===== src/rtl/execute_muldiv_if.sv =====
// Request/response bundle between issue, the iterative mul/div unit and writeback.
// master drives the request side and the writeback ready; slave is the unit.
interface execute_muldiv_if #(
    parameter int XLEN   = 32,
    parameter int REG_AW = 5
);
    logic              i_valid;
    logic              o_ready;
    logic [2:0]        i_op;
    logic [XLEN-1:0]   i_operand1;
    logic [XLEN-1:0]   i_operand2;
    logic [REG_AW-1:0] i_rd;
    logic              i_flush;
    logic              o_valid;
    logic              i_ready;
    logic [XLEN-1:0]   o_result;
    logic [REG_AW-1:0] o_rd;
    logic              o_busy;

    modport master (
        output i_valid, i_op, i_operand1, i_operand2, i_rd, i_flush, i_ready,
        input  o_ready, o_valid, o_result, o_rd, o_busy
    );

    modport slave (
        input  i_valid, i_op, i_operand1, i_operand2, i_rd, i_flush, i_ready,
        output o_ready, o_valid, o_result, o_rd, o_busy
    );
endinterface


===== src/rtl/execute_muldiv.sv =====
// Iterative RV32M multiply/divide: one bit per cycle on operand magnitudes,
// sign fixed up on the final step, result held until writeback takes it.
module execute_muldiv #(
    parameter int XLEN   = 32,
    parameter int REG_AW = 5
) (
    input  logic            i_clk,
    input  logic            i_rst_n,
    execute_muldiv_if.slave bus
);
    localparam int CW = $clog2(XLEN + 1);
    localparam logic [XLEN-1:0] MIN_INT = {1'b1, {(XLEN-1){1'b0}}};

    typedef enum logic [1:0] {IDLE, CALC, DONE} state_t;

    state_t              state;
    logic [2:0]          op;
    logic                neg;
    logic [CW-1:0]       cnt;
    logic [XLEN-1:0]     bmag;
    logic [2*XLEN-1:0]   acc;
    logic                valid_q;
    logic [XLEN-1:0]     result_q;
    logic [REG_AW-1:0]   rd_q;

    logic                is_div, is_rem, s1, s2, neg1, neg2, div0, ovf, sign;
    logic [XLEN-1:0]     mag1, mag2, spec_res;

    always_comb begin
        is_div   = bus.i_op[2];
        is_rem   = bus.i_op[2] & bus.i_op[1];
        s1       = is_div ? ~bus.i_op[0] : (bus.i_op[1:0] != 2'd3);
        s2       = is_div ? ~bus.i_op[0] : ~bus.i_op[1];
        neg1     = s1 & bus.i_operand1[XLEN-1];
        neg2     = s2 & bus.i_operand2[XLEN-1];
        mag1     = neg1 ? -bus.i_operand1 : bus.i_operand1;
        mag2     = neg2 ? -bus.i_operand2 : bus.i_operand2;
        sign     = is_rem ? neg1 : (neg1 ^ neg2);
        div0     = is_div && (bus.i_operand2 == '0);
        ovf      = is_div && s1 && (bus.i_operand1 == MIN_INT)
                   && (bus.i_operand2 == '1);
        spec_res = div0 ? (is_rem ? bus.i_operand1 : '1)
                        : (is_rem ? '0 : MIN_INT);
    end

    // acc is {product-high, multiplier} for MUL*, {remainder, quotient} for DIV*
    logic [XLEN:0]       mul_sum, trial;
    logic [2*XLEN-1:0]   nxt, fin;
    logic [XLEN-1:0]     dres, calc_res;

    always_comb begin
        mul_sum = {1'b0, acc[2*XLEN-1:XLEN]} + (acc[0] ? {1'b0, bmag} : '0);
        trial   = acc[2*XLEN-1:XLEN-1] - {1'b0, bmag};
        if (op[2])
            nxt = trial[XLEN] ? {acc[2*XLEN-2:0], 1'b0}
                              : {trial[XLEN-1:0], acc[XLEN-2:0], 1'b1};
        else
            nxt = {mul_sum, acc[XLEN-1:1]};
        fin  = neg ? -nxt : nxt;
        dres = op[1] ? nxt[2*XLEN-1:XLEN] : nxt[XLEN-1:0];
        if (op[2])
            calc_res = neg ? -dres : dres;
        else
            calc_res = (op[1:0] == 2'd0) ? fin[XLEN-1:0] : fin[2*XLEN-1:XLEN];
    end

    always_ff @(posedge i_clk) begin
        if (!i_rst_n) begin
            state    <= IDLE;
            op       <= '0;
            neg      <= 1'b0;
            cnt      <= '0;
            bmag     <= '0;
            acc      <= '0;
            valid_q  <= 1'b0;
            result_q <= '0;
            rd_q     <= '0;
        end else if (bus.i_flush) begin
            state   <= IDLE;
            valid_q <= 1'b0;
        end else begin
            unique case (state)
                IDLE: if (bus.i_valid) begin
                    op   <= bus.i_op;
                    rd_q <= bus.i_rd;
                    if (div0 || ovf) begin
                        result_q <= spec_res;
                        valid_q  <= 1'b1;
                        state    <= DONE;
                    end else begin
                        acc   <= {{XLEN{1'b0}}, mag1};
                        bmag  <= mag2;
                        neg   <= sign;
                        cnt   <= CW'(XLEN);
                        state <= CALC;
                    end
                end
                CALC: begin
                    acc <= nxt;
                    cnt <= cnt - 1'b1;
                    if (cnt == CW'(1)) begin
                        result_q <= calc_res;
                        valid_q  <= 1'b1;
                        state    <= DONE;
                    end
                end
                DONE: if (bus.i_ready) begin
                    valid_q <= 1'b0;
                    state   <= IDLE;
                end
                default: state <= IDLE;
            endcase
        end
    end

    assign bus.o_ready  = (state == IDLE) && i_rst_n;
    assign bus.o_busy   = (state != IDLE);
    assign bus.o_valid  = valid_q;
    assign bus.o_result = result_q;
    assign bus.o_rd     = rd_q;
endmodule

===== src/flat_wrapper.sv =====
// flat-port wrapper written by rule: the top's interface ports become plain ports
module execute_muldiv_flat 
#(
    parameter int XLEN   = 32,
    parameter int REG_AW = 5
)
  (i_clk, i_rst_n, bus_i_valid, bus_i_op, bus_i_operand1, bus_i_operand2, bus_i_rd, bus_i_flush, bus_i_ready, bus_o_ready, bus_o_valid, bus_o_result, bus_o_rd, bus_o_busy);
  execute_muldiv_if #(.XLEN(XLEN), .REG_AW(REG_AW)) bus_i ();
  input  logic i_clk;
  input  logic i_rst_n;
  input wire logic [$bits(bus_i.i_valid)-1:0] bus_i_valid;
  input wire logic [$bits(bus_i.i_op)-1:0] bus_i_op;
  input wire logic [$bits(bus_i.i_operand1)-1:0] bus_i_operand1;
  input wire logic [$bits(bus_i.i_operand2)-1:0] bus_i_operand2;
  input wire logic [$bits(bus_i.i_rd)-1:0] bus_i_rd;
  input wire logic [$bits(bus_i.i_flush)-1:0] bus_i_flush;
  input wire logic [$bits(bus_i.i_ready)-1:0] bus_i_ready;
  output wire logic [$bits(bus_i.o_ready)-1:0] bus_o_ready;
  output wire logic [$bits(bus_i.o_valid)-1:0] bus_o_valid;
  output wire logic [$bits(bus_i.o_result)-1:0] bus_o_result;
  output wire logic [$bits(bus_i.o_rd)-1:0] bus_o_rd;
  output wire logic [$bits(bus_i.o_busy)-1:0] bus_o_busy;
  assign bus_i.i_valid = bus_i_valid;
  assign bus_i.i_op = bus_i_op;
  assign bus_i.i_operand1 = bus_i_operand1;
  assign bus_i.i_operand2 = bus_i_operand2;
  assign bus_i.i_rd = bus_i_rd;
  assign bus_i.i_flush = bus_i_flush;
  assign bus_i.i_ready = bus_i_ready;
  assign bus_o_ready = bus_i.o_ready;
  assign bus_o_valid = bus_i.o_valid;
  assign bus_o_result = bus_i.o_result;
  assign bus_o_rd = bus_i.o_rd;
  assign bus_o_busy = bus_i.o_busy;
  execute_muldiv #(.XLEN(XLEN), .REG_AW(REG_AW)) u_core (.i_clk(i_clk), .i_rst_n(i_rst_n), .bus(bus_i));
endmodule

===== config.mk =====
export PLATFORM = sky130hd
export DESIGN_NAME = execute_muldiv_flat
export DESIGN_NICKNAME = d
export VERILOG_FILES = /design/src/rtl/execute_muldiv_if.sv /design/src/rtl/execute_muldiv.sv /design/src/flat_wrapper.sv
export SDC_FILE = /design/constraint.sdc
export NUM_CORES = 1
export LEC_CHECK = 0
export BUFFER_PORTS_ARGS = -buffer_cell sky130_fd_sc_hd__buf_2
export CAP_MARGIN = 10
export CORE_UTILIZATION = 35
export CTS_CLUSTER_DIAMETER = 50
export CTS_CLUSTER_SIZE = 28
export DETAILED_ROUTE_END_ITERATION = 10
export HOLD_SLACK_MARGIN = 0.08
export PLACE_DENSITY = 0.56
export REMOVE_ABC_BUFFERS = 1
export SLEW_MARGIN = 20
export SYNTH_ARGS = -nofsm -noshare
export SYNTH_HDL_FRONTEND = slang
export SYNTH_SLANG_ARGS = --single-unit

===== constraint.sdc =====
create_clock -name i_clk -period 11.85 [get_ports i_clk]
set_input_delay 2.37 -clock i_clk [delete_from_list [all_inputs] [get_ports i_clk]]
set_output_delay 2.37 -clock i_clk [all_outputs]
set_load 0.05 [all_outputs]

# Word level (Yosys, flattened, before mapping)
# Index checks and enable logic that the tools add are counted.
# word_totals
register_bits	146
in_bits	77
output_inout_bits	40
elab_cells	91
# classes
addsub	7
eq_ne	11
muxes	36
bitwise_logic	9
reduce_logical	19
# op_table
op	count
32-bit 2-to-1 mux	13
64-bit 2-to-1 mux	5
64-bit case mux with 2 select lines	1
32-bit negation	3
32-bit equality test, second input constant	2
64-bit negation	1
32-bit case mux with 2 select lines	1
32-bit by 33-bit adder with 33-bit output	1
33-bit by 32-bit subtractor with 33-bit output	1
32-bit logical NOT	1
6-bit 2-to-1 mux	2
6-bit case mux with 2 select lines	1
5-bit AND reduction	2
2-bit 2-to-1 mux	4
2-bit inequality test, second input constant	4
4-bit AND reduction	2
1-bit 2-to-1 mux	7
6-bit by 1-bit equality test with 1-bit output, second input constant	1
2-bit case mux with 3 select lines	1
3-bit AND reduction	2
6-bit by 1-bit subtractor with 6-bit output, second input constant	1
1-bit logical AND	5
1-bit NOT	5
2-bit logical NOT	2
10 further kinds	14

# Longest topological paths before layout
# depth
word_depth	9
depth_mapped	23
depth_no_buf	22

# Worst setup path before layout
# OpenSTA, ideal clock, no wires.
# synth_path
path_type	input to output
startpoint	input i_rst_n
endpoint	output bus_o_ready
arrival_time_ns	3.487
required_time_ns	9.480
slack_ns	5.993
stages	4
path_buffers	2
cell_sequence	inv_2 clkbuf_1 buf_1 nor2_1
# synth_via
elab_chain_cells	1
# synth_lines
element	line	source
start, declared	flat_wrapper.sv:10	input logic i_rst_n;
1-bit logical AND	execute_muldiv.sv:116	assign bus.o_ready = (state == IDLE) && i_rst_n;
end, declared	flat_wrapper.sv:18	output wire logic [$bits(bus_i.o_ready)-1:0] bus_o_ready;
# No other way between the ends.

# Final worst setup path
# layout_path
startpoint	input bus_i_operand1[12]
endpoint	register u_core.result_q[31] (netlist: u_core.bus.o_result[31])
# layout_via
elab_chain_cells	6
# layout_lines
element	line	source
start, declared	flat_wrapper.sv:13	input wire logic [$bits(bus_i.i_operand1)-1:0] bus_i_operand1;
32-bit equality test	execute_muldiv.sv:40	ovf = is_div && s1 && (bus.i_operand1 == MIN_INT)
1-bit logical AND	execute_muldiv.sv:40	
1-bit logical AND	execute_muldiv.sv:41	&& (bus.i_operand2 == '1);
1-bit logical OR	execute_muldiv.sv:86	if (div0 || ovf) begin
2-bit by 1-bit inequality test with 1-bit output (no source line)	--	
5-bit AND reduction (no source line)	--	
end signal, assigned	execute_muldiv.sv:87	result_q <= spec_res;
end signal, assigned	execute_muldiv.sv:102	result_q <= calc_res;
end, declared	execute_muldiv.sv:23	logic [XLEN-1:0] result_q;
# No other way between the ends.
# A chain may end at the register's enable or synchronous reset.

==> results <==
- The flow ran to the end, and the final reports show no timing, DRC or antenna violations.
- Measured on the finished design, the core utilization comes to 0.3890.
- For this configuration, the core starts out at a cell density of 0.3547.
- The final cell count without fillers is 3,081.
- The count of buffers from port buffering is 116.
- From synthesis to final layout, the design area changed by 9.694%.
- The mean routed wirelength per cell is 23.40 microns.
- The total via count in the routed design is 19,290.
- The initial antenna violation count came to 2.
- Among all stages on the critical path, the largest delay is contributed by sky130_fd_sc_hd__nor4_1.
- TritonCTS built the clock tree.
- Entering global routing, the biggest net connects 121 pins.
- The kind of start point of the critical path is a primary input.
- The most used cell along the critical path is sky130_fd_sc_hd__nor4_1.
- The area of all placed cells without fillers is 18,580 sq um.
- The library cells used most frequently in the layout, excluding fill and tap cells, are sky130_fd_sc_hd__nor2_1, sky130_fd_sc_hd__nand2_1, sky130_fd_sc_hd__a21oi_1, sky130_fd_sc_hd__o21ai_0, sky130_fd_sc_hd__dfxtp_1.
- After filler insertion, the fill cell instance count of the layout stands at 5,113.
- The routed design could run at a clock period as short as 6.657 ns.
- The deepest clock path buffer count is 2.
- The number of clock sinks seen by CTS is 146.
- For the worst setup path, the data arrival time is 6.98 ns.
- Once placement completed, the tool counted placed cells totaling 3,048.
- The pre-antenna-repair detailed-routing pass consisted of 6 iterations.
- The footprint of the flip-flops and latches is 2930 sq um.
- The H-tree was split into 4 levels.
- The kind of capture point of the worst setup path is a register.
- The worst clock skew is 0.02582 ns.
- The net total in the final layout is 2,603.
- The share of synthesized registers carrying an async set or reset is 0.
- The final max-slew violation count was 0.
- In this run the remaining antenna-violating nets after routing total 0.
- The first global-routing pass estimated 107,900 microns of wire.
- After clock tree synthesis, the clock-pin slew on the worst setup and hold paths is 0.06 ns.
- The share of the cycle needed by the critical path after routing is 0.5618.
- The Yosys warning count is 0.
- The number of vias per cell after detailed routing is 6.262.
- The number of gates resized after CTS was 0.
- In this run, synthesis inferred 0 flip-flops with an integrated enable.
- The via count of the first global-routing pass is 17,550.
- The die is 222.0 microns tall.
- The commonest non-fill, non-tap cell in the layout is sky130_fd_sc_hd__nor2_1.
- The number of failing setup endpoints in the final timing report is 0.
- The cell count after synthesis came out at 2,447.
- In this run the worst path has a maximum fanout of 18.
- Summed over all layers, the global routing overflow is 0.
- The netlist area before placement is 16,930 sq um.
- The die is 222.0 microns wide.
- The transition time at the pin with the least slew margin is 1.044 ns.
- A synthesized cell averages 6.920 sq um.
- The final wirelength is 72,100 microns.
- The total area inside the core boundary comes to 47,750 sq um.
- The DRC violations left is 0.
- In this run, distinct cell masters in the synthesized netlist total 100.
- Setup repair after global routing left no endpoint under its margin.
- In the final timing run, aggregate negative setup slack is 0 ns.
- The highest cell delay on the worst timing path is 0.66 ns.
- The number of hold-repair buffers added at the cts stage is 0.
- The full die area is 49,270 sq um.
- The root buffer cell chosen for the clock tree is sky130_fd_sc_hd__clkbuf_16.
- The critical path goes through buf_2 -> or4_1 -> nor4_1 -> nor3b_1 -> nand3_1 -> nor4_1 -> a21oi_1 -> nor2b_1 -> o21a_1 -> nand2_1 -> nor2_1 -> o21ai_0 -> a31oi_1 -> a311oi_1.
- The proportion of synthesized chip area in sequential cells is 0.1726.
- The final-report hold violation count came to 0.
- In this run the power density over the cells is 97.74 nW/um^2.
- The number of antenna diodes in the final layout is 0.
- The highest clock frequency the design can meet is 0.1502 GHz.
- The site row count is 80.
- The tightest min-delay check is of the reg -> reg type.
- The detailed router finished its first iteration with 2,265 violations.
- The leakage power is 7.247 nW.
- Max-cap violations in this run came to 0.
- VDD sags by at most 0.06994 mV.
- The number of buffers created by CTS is 17.
- In the synthesized netlist the dominant register cell turns out to be sky130_fd_sc_hd__dfxtp_1.
- Post-CTS timing repair inserted 0 buffers for setup.
- The overall routing resource usage is 0.2846.
- Clock latency on the worst-skew pair, taken at its later pin, is 0.48 ns.
- The area used by multi-input combinational logic is 13,120 sq um.
- The half-perimeter wire length after placement is 55,470 microns.
- Synthesis inferred 146 register bits.
- The start-to-end type of the worst setup path is in -> reg.
- Of the cells placed in the final design, the portion with a size suffix greater than 1 is 0.1046.
- Measured against its own limit, the worst slew margin works out to 0.2950.
- Summing all placed instances gives a cell area of 17,880 sq um.
- Routability-driven placement finished with a final weighted congestion of 0.9536.
- The I/O pin count is 117.
- The worst endpoint required time is 12.17 ns.
==> worst max-delay path, delay by kind of cell <==
kind,cells,cell delay [ns]
compound gates,5,0.91
simple gates,8,3.56
buf+inv,1,0.14
==> synthesized netlist by cell type, types with 16 or more instances <==
cell	n	area, sq um
sky130_fd_sc_hd__a221oi_1	16	140.1
sky130_fd_sc_hd__ha_1	71	888.4
sky130_fd_sc_hd__nand4_1	28	175.2
sky130_fd_sc_hd__buf_2	22	110.1
sky130_fd_sc_hd__a21o_1	29	217.7
sky130_fd_sc_hd__a31oi_1	35	219.0
sky130_fd_sc_hd__xnor2_1	91	797.0
sky130_fd_sc_hd__mux2i_1	51	510.5
sky130_fd_sc_hd__buf_1	16	60.06
sky130_fd_sc_hd__mux2_2	24	270.3
sky130_fd_sc_hd__inv_1	69	259.0
sky130_fd_sc_hd__xor2_1	74	648.1
sky130_fd_sc_hd__and3_1	19	118.9
sky130_fd_sc_hd__nand2_1	227	852.1
sky130_fd_sc_hd__dfxtp_1	146	2923
sky130_fd_sc_hd__o31ai_1	34	255.2
sky130_fd_sc_hd__nand2b_1	17	106.4
sky130_fd_sc_hd__o211ai_1	38	285.3
sky130_fd_sc_hd__a211oi_1	84	630.6
sky130_fd_sc_hd__a21oi_1	209	1046
sky130_fd_sc_hd__or3_1	26	162.7
sky130_fd_sc_hd__nor2_1	337	1265
sky130_fd_sc_hd__nor3_1	62	310.3
sky130_fd_sc_hd__and2_1	54	337.8
sky130_fd_sc_hd__o21ai_0	177	885.9
sky130_fd_sc_hd__nor4_1	19	118.9
sky130_fd_sc_hd__clkbuf_1	109	409.1
sky130_fd_sc_hd__nand3_1	65	325.3
sky130_fd_sc_hd__a22oi_1	32	240.2
sky130_fd_sc_hd__o41ai_1	17	148.9
==> sequential cells by signal, indices dropped and copies added (netlist names) <==
| signal | flops |
|---|---|
| u_core.bmag | 32 |
| u_core.cnt | 6 |
| u_core.neg | 1 |
| u_core.bus.o_result | 32 |
| u_core.bus.o_valid | 1 |
| u_core.bus.o_rd | 5 |
| u_core.acc | 64 |
| u_core.state | 2 |
| u_core.op | 3 |
==> kinds of logic (layout without fill, tap and decap cells) <==
kind of cell,count (synthesis),count (layout),share of synthesized area
and+or+nand+nor,933,933,0.2609
AOI/OAI and AO/OA,826,826,0.3232
buffers and inverters,227,246,0.05482
xor gates and xnor gates,165,165,0.08534
DFF,146,146,0.1726
muxes,77,77,0.04832
adders and majority gates,73,73,0.05482
==> layout make-up <==
cell class                 count  area share
clock buffer                  22     0.02721
clock inverter                10    0.009093
inverter                      71     0.01448
multi-input combinational   2074      0.7065
sequential                   146      0.1578
tap                          615     0.04143
timing repair buffer         143     0.04351
==> stage by stage <==
step | hold WS (ns) | power, W | setup slack [ns]
after global placement | 0.4421 | 0.001165 | 4.734
after CTS | 0.4576 | 0.001811 | 5.307
final | 0.4540 | 0.001815 | 5.193
after detailed placement | 0.4477 | 0.001168 | 4.803
after global routing | 0.4761 | 0.001894 | 4.965
after floorplan | 0.4450 | 0.0009582 | 2.700
==> routing by layer <==
layer | wire [microns] | GRT usage
met2 | 33000 | 0.4631
met4 | 1958 | 0.08737
met3 | 5686 | 0.05394
met5 | 0 | 0
met1 | 31450 | 0.3781
==> report_power, final <==
part / internal (W) / leakage [nW] / switching, W / total (W)
Clock: 0.000389 / 0.320 / 0.000252 / 0.000641
Combinational: 0.000205 / 5.74 / 0.000420 / 0.000625
Sequential: 0.000514 / 1.19 / 0.0000363 / 0.000550
==> path summary, 6_finish.rpt <==
kind / from / endpoint / slack (ns) / depth (start not counted)
setup / recovery: bus_i_operand1[12] / u_core.bus.o_result[31]$_SDFFE_PN0P_ / 5.19 / 14
hold / removal: u_core.bus.o_rd[4]$_SDFFE_PN0P_ / u_core.bus.o_rd[4]$_SDFFE_PN0P_ / 0.45 / 2
setup reg to reg: u_core.acc[31]$_SDFFE_PN0P_ / u_core.bus.o_result[22]$_SDFFE_PN0P_ / 5.30 / 23
hold reg to reg: u_core.bus.o_rd[4]$_SDFFE_PN0P_ / u_core.bus.o_rd[4]$_SDFFE_PN0P_ / 0.45 / 2
Note: power is estimated with default switching activity, not from simulation.
